`src/rtl/bist_controller.sv`:
```
// LFSR/MISR built-in self-test sequencer for the small gate-level top netlist.
// Owns the block's inputs and reset while a run is in progress.
module bist_controller #(
    parameter int                PATTERNS  = 64,
    parameter int                LFSR_W    = 8,
    parameter logic [LFSR_W-1:0] LFSR_SEED = LFSR_W'('h01),
    parameter logic [LFSR_W-1:0] LFSR_TAPS = LFSR_W'('hB8),
    parameter int                MISR_W    = 8,
    parameter logic [MISR_W-1:0] MISR_TAPS = MISR_W'('hB8),
    parameter logic [MISR_W-1:0] GOLDEN    = MISR_W'('h00)
) (
    input  logic              clock,
    input  logic              reset,
    input  logic              start,
    input  logic              abort,
    output logic              busy,
    output logic              done,
    output logic              pass,
    output logic [MISR_W-1:0] signature,
    output logic              dut_reset,
    output logic              dut_i1,
    output logic              dut_i2,
    input  logic              dut_o1,
    input  logic              dut_o2
);

    localparam int CW = $clog2(PATTERNS + 1);
    localparam logic [CW-1:0] LAST = CW'(PATTERNS - 1);
    localparam logic [LFSR_W-1:0] ONE = LFSR_W'(1);
    // An all-zero LFSR would lock up, so a zero seed loads 1 instead.
    localparam logic [LFSR_W-1:0] SEED = (LFSR_SEED == '0) ? ONE : LFSR_SEED;

    typedef enum logic [1:0] {
        S_IDLE,
        S_INIT,
        S_APPLY,
        S_COMPARE
    } state_t;

    state_t            r_state;
    state_t            w_next;
    logic [LFSR_W-1:0] r_lfsr;
    logic [MISR_W-1:0] r_misr;
    logic [CW-1:0]     r_cnt;
    logic              r_pass;
    logic [MISR_W-1:0] r_sig;
    logic [LFSR_W-1:0] w_lfsr_nxt;
    logic [MISR_W-1:0] w_misr_nxt;
    logic              w_abort;

    assign w_abort    = abort && (r_state != S_IDLE);
    assign w_lfsr_nxt = {r_lfsr[LFSR_W-2:0], ^(r_lfsr & LFSR_TAPS)};
    assign w_misr_nxt = {r_misr[MISR_W-2:0], ^(r_misr & MISR_TAPS)}
                      ^ MISR_W'({dut_o2, dut_o1});

    always_ff @(posedge clock) begin
        if (reset) begin
            r_state <= S_IDLE;
            r_lfsr  <= '0;
            r_misr  <= '0;
            r_cnt   <= '0;
            r_pass  <= 1'b0;
            r_sig   <= '0;
        end else begin
            r_state <= w_next;
            case (r_state)
                S_INIT: begin
                    r_lfsr <= SEED;
                    r_misr <= '0;
                    r_cnt  <= '0;
                end
                S_APPLY: begin
                    r_lfsr <= w_lfsr_nxt;
                    r_misr <= w_misr_nxt;
                    r_cnt  <= r_cnt + CW'(1);
                end
                S_COMPARE: begin
                    if (!abort) begin
                        r_sig  <= r_misr;
                        r_pass <= (r_misr == GOLDEN);
                    end
                end
                default: ;
            endcase
            if (w_abort) begin
                r_pass <= 1'b0;
            end
        end
    end

    always_comb begin
        w_next    = r_state;
        busy      = (r_state != S_IDLE);
        done      = 1'b0;
        dut_reset = reset;
        dut_i1    = 1'b0;
        dut_i2    = 1'b0;
        unique case (r_state)
            S_IDLE: begin
                if (start) w_next = S_INIT;
            end
            S_INIT: begin
                dut_reset = 1'b1;
                w_next    = S_APPLY;
            end
            S_APPLY: begin
                dut_i1 = r_lfsr[0];
                dut_i2 = r_lfsr[1];
                if (r_cnt == LAST) w_next = S_COMPARE;
            end
            S_COMPARE: begin
                done   = !abort;
                w_next = S_IDLE;
            end
        endcase
        if (w_abort) w_next = S_IDLE;
    end

    assign pass      = r_pass;
    assign signature = r_sig;

endmodule

```
`config.mk`:
```
export PLATFORM = sky130hd
export DESIGN_NAME = bist_controller
export DESIGN_NICKNAME = d
export VERILOG_FILES = /design/src/rtl/bist_controller.sv
export SDC_FILE = /design/constraint.sdc
export NUM_CORES = 1
export LEC_CHECK = 0
export ABC_AREA = 1
export ABC_CLOCK_PERIOD_IN_PS = 3040
export BUFFER_PORTS_ARGS = -buffer_cell sky130_fd_sc_hd__buf_2
export CAP_MARGIN = 10
export CORE_MARGIN = 2
export CORE_UTILIZATION = 45
export DETAILED_ROUTE_END_ITERATION = 6
export REMOVE_ABC_BUFFERS = 1
export SYNTH_ARGS = -nofsm -noshare
export SYNTH_HDL_FRONTEND = slang
export SYNTH_SLANG_ARGS = --single-unit
```
`constraint.sdc`:
```
create_clock -name clock -period 3.04 [get_ports clock]
set_input_delay 0.456 -clock clock [delete_from_list [all_inputs] [get_ports clock]]
set_output_delay 0.456 -clock clock [all_outputs]
set_load 0.05 [all_outputs]
```
### After elaboration in Yosys (flattened, before gate mapping)

Cells that the tools add are included.

* input port bits: 6
* output and inout port bits: 14
* flip-flop bits (word level): 34
* word-level logic and storage cells: 36

* bitwise operators: 2
* reductions and logical operators: 11
* muxes and demuxes: 10
* eq/ne operators: 6
* add/subtract/negate cells: 1

Operators by type and width (number)
* $pmux W8 S2: 2
* $reduce_xor A8 Y1: 2
* $pmux W7 S2: 1
* $logic_not A8 Y1: 1
* $pmux W2 S4: 1
* $xor A8 B2 Y8: 1
* $add A7 B1 Y7 const B: 1
* $eq A7 B6 Y1 const B: 1
* $eq A2 B2 Y1 const B: 2
* $mux W1: 4
* $mux W2: 2
* $ne A2 B2 Y1 const B: 2
* $reduce_and A2 Y1: 2
* $reduce_bool A2 Y1: 2
* $eq A2 B1 Y1 const B: 1
* $logic_not A2 Y1: 1
* $reduce_or A2 Y1: 1
* $logic_and A1 B1 Y1: 1
* $logic_not A1 Y1: 1
* $not A1 Y1: 1

### Logic depth before layout (Yosys ltp)

* word-level depth: 3
* gate-level depth with buffers: 8
* gate-level depth less buffers: 8

### Worst setup path before layout

No wires, ideal clock.

* path kind: flip-flop to output port
* start: register r_state[0]
* end: output dut_i1
* cell stages (with the launch flop): 5
* data required time: 2.584 ns
* arrival: 1.049 ns
* path buffers: 0
* path slack: 1.535 ns
* cell sequence: dfxtp_1 > inv_1 > ha_1 > nand2_1 > inv_1

* longest elaborated chain between the ends: 2

RTL lines
* from (decl): RTL line 40 `state_t r_state;`
* from (signal assigned): RTL line 65 `r_state <= w_next;`
* $eq A2 B2 Y1: RTL line 98 `unique case (r_state)`
* $mux W1: RTL line 98
* to (decl): RTL line 21 `output logic dut_i1,`

Every way passes these cells.

### Final worst setup path

* start: register r_state[0]
* end: output dut_i2

* longest elaborated chain between the ends: 2

RTL lines
* $eq A2 B2 Y1: RTL line 98
* $mux W1: RTL line 98
* to (decl): RTL line 22 `output logic dut_i2,`

Every way passes these cells.

==> results.toml <==
[outcome]
outcome = "completed"

[clocking]
clk_latency_ns = 0.35
cts.clk_slew.worst_paths_ns = 0.11
cts_buffers = 5
cts.path.max_buffers = 2
postCtsHoldBufs = 0
post_cts_buffers = 0
clockRootBuffer = "clkbuf_4"
cts_tree = "done"
cts_num_sinks = 34
htreeDepth = 2
cts_resized = 0

[logic_synthesis]
synthSimpleGateAreaFrac_pct = 26.33
synth_cells = 214
yosysTopAreaCellShare_pct = 42.01
synth_top_cell_by_area = "dfxtp_1"
ys_warn_count = 0
synth_compound_area_share_pct = 16.60
synthXorXnorAreaFrac_pct = 0.5405
synth_top_family_by_area = "simple AND/OR/NAND/NOR gates"
ys_seq_elements = 34
seq_area_frac_synth_pct = 42.01
synthAdderAreaFrac_pct = 4.633
syn_avg_cell_area_sq_um = 7.572
ys_types = 26
synthMuxAreaShare_pct = 0
synth_area_sq_um = 1620
synth_area_leaders = "dfxtp_1 42%, nand2_1 12%, a21oi_1 5.9%"

[floorplan]
ios = 20
die-area_sq_um = 4097
rows = 21
initial_core_util_pct = 47.80
die_h_microns = 64.01
fp.dieW_microns = 64.01
fp.coreArea_sq_um = 3390

[sta]
tightest_slew_ns = 0.4861
timing.setup.tns_ns = 0
fmax_mhz = 496.1
fin_crit_sh_pct = 66.30
period_needed_ns = 2.016
rsz0062_at_grt = "no"
hold_viol_final = 0
slew_violations = 0
setup_viol = 0
maxSlewHeadroom_pct = 67.56
clock_skew_ns = 0.01733

[critical_path]
cp-end-kind = "output pin"
crit_start = "r_state[0]"
r2r_start = "r_state[0]"
cp-endpoint = "dut_i2"
setup.worst_path.class = "flip-flop to output pin"
r2r_cells = 7
worstSetupStartpointType = "flip-flop"
r2r_slack_ns = 1.12
crit_arrival_ns = 1.56
critPathMaxFanout = 6
reg2reg_to = "r_cnt[3]"
worstPathRequired_ns = 2.58

[pwr]
power.total_mw = 1.107
power_leakage_nw = 0.7617
vdd_ir_drop_max_mv = 0.2466
power.density_nw_per_um2 = 622.3

[place]
dp.final_hpwl_mm = 2.261
gp_congestion = 0.8276
portBuffers = 19

[routing]
vias_per_cell = 4.900
wl_per_cell_microns = 11.19
drtPass1Iterations = 4
dr.first_iter.drc_count = 82
route.antenna.remaining_nets = 0
totalWireLength_mm = 3.143
vias = 1377
drc = 0

[global_route]
antenna_found_initial = 0
grt_use_total_pct = 17.90
grt_overflow = 0
grt_pass1_wl_mm = 5.678
grt_pass1_vias = 1329
grt_start_max_net_pins = 20

[run]
cap_violations = 0

[layout]
drive_above_1_share_pct = 23.83
utilization_pct = 52.49
syn2layout_area_growth_pct = 9.807
nets = 246
diodes = 0

[min_path]
hold_class = "input port to flip-flop"
==> flip-flops by register name, indices dropped and copies added (netlist names) <==
register,flops
pass,1
r_cnt,7
r_lfsr,8
r_misr,8
r_state,2
signature,8
==> report_power, final <==
group	leakage [nW]	switching, mW	internal (mW)
registers	0.275	0.0233	0.481
clock network	0.0353	0.153	0.112
logic	0.451	0.252	0.0861
==> synthesized netlist by cell type (all sizes together) <==
cell,n
buf,7
nand2,62
clkinv,1
inv,25
ha,6
dfxtp,34
o21ai,13
o211a,1
a21oi,29
nand3,6
a21boi,1
nor3b,1
nand4,2
or2,2
nor2,19
nor3,4
xnor2,1
==> worst max-delay path, cell delays in order, from the launching register on <==
cell     delay (ns)
dfxtp_1        0.35
inv_1          0.11
ha_1           0.32
nand2_1        0.12
inv_1          0.06
buf_2          0.25
==> worst min-delay path by stage <==
stage | depth (start not counted) | slack, ns | start | endpoint
final | 3 | 0.42 | dut_o2 | r_misr[1]
after floorplan | 2 | 0.43 | r_lfsr[2] | r_lfsr[3]
after detailed placement | 2 | 0.46 | r_lfsr[6] | r_lfsr[7]
after global routing | 4 | 0.44 | dut_o2 | r_misr[1]
after CTS | 3 | 0.41 | dut_o2 | r_misr[1]
after global placement | 2 | 0.45 | r_cnt[5] | r_cnt[5]
==> cells in the final DEF, fill, tap and decap left out, types with 2 or more instances in the layout <==
| cell | instances |
|---|---|
| a21oi_2 | 10 |
| nor3_1 | 4 |
| o21ai_0 | 12 |
| nand4_1 | 2 |
| nand2_1 | 50 |
| a21oi_1 | 19 |
| dfxtp_1 | 34 |
| nand3_1 | 6 |
| nor2_1 | 17 |
| ha_1 | 6 |
| inv_1 | 24 |
| clkbuf_4 | 5 |
| buf_2 | 19 |
| or2_2 | 2 |
| clkinv_2 | 2 |
| nand2_2 | 12 |
==> routing by layer <==
metal | part of all wire (%) | vias to the layer above | routed length [microns] | track usage (%)
met5 | 0 | - | 0 | 0
met4 | 2.5 | 0 | 78 | 10.60
met3 | 2.9 | 8 | 92 | 4.225
met2 | 46 | 18 | 1438 | 28.52
met1 | 49 | 633 | 1533 | 21.85
li1 | - | 718 | - | -
==> stage by stage <==
step	worst slack [ns]	instance area [sq um]	std cells	hold slack [ns]
after floorplan	1.368	1559	207	0.4313
after global routing	0.8960	1779	281	0.4422
after global placement	1.228	1719	273	0.4464
after CTS	1.012	1779	281	0.4094
after detailed placement	1.112	1719	273	0.4572
final	1.024	1779	281	0.4175
==> cell families after synthesis <==
logic type | Yosys count
buffers and inverters | 33
XOR/XNOR | 1
AO/OA/AOI/OAI | 44
AND/OR/NAND/NOR | 96
adder cells (fa/ha/maj) | 6
flip-flops | 34
==> area by class of cell <==
type	instances	area, sq um
Timing Repair Buffer	20	102.6
Tap cell	46	57.56
Multi-Input combinational cell	147	779.5
Inverter	26	98.84
Clock inverter	1	5.005
Clock buffer	7	55.05
Sequential cell	34	680.7
Fill cell	336	1610
Power figures use the tool's default switching activity.
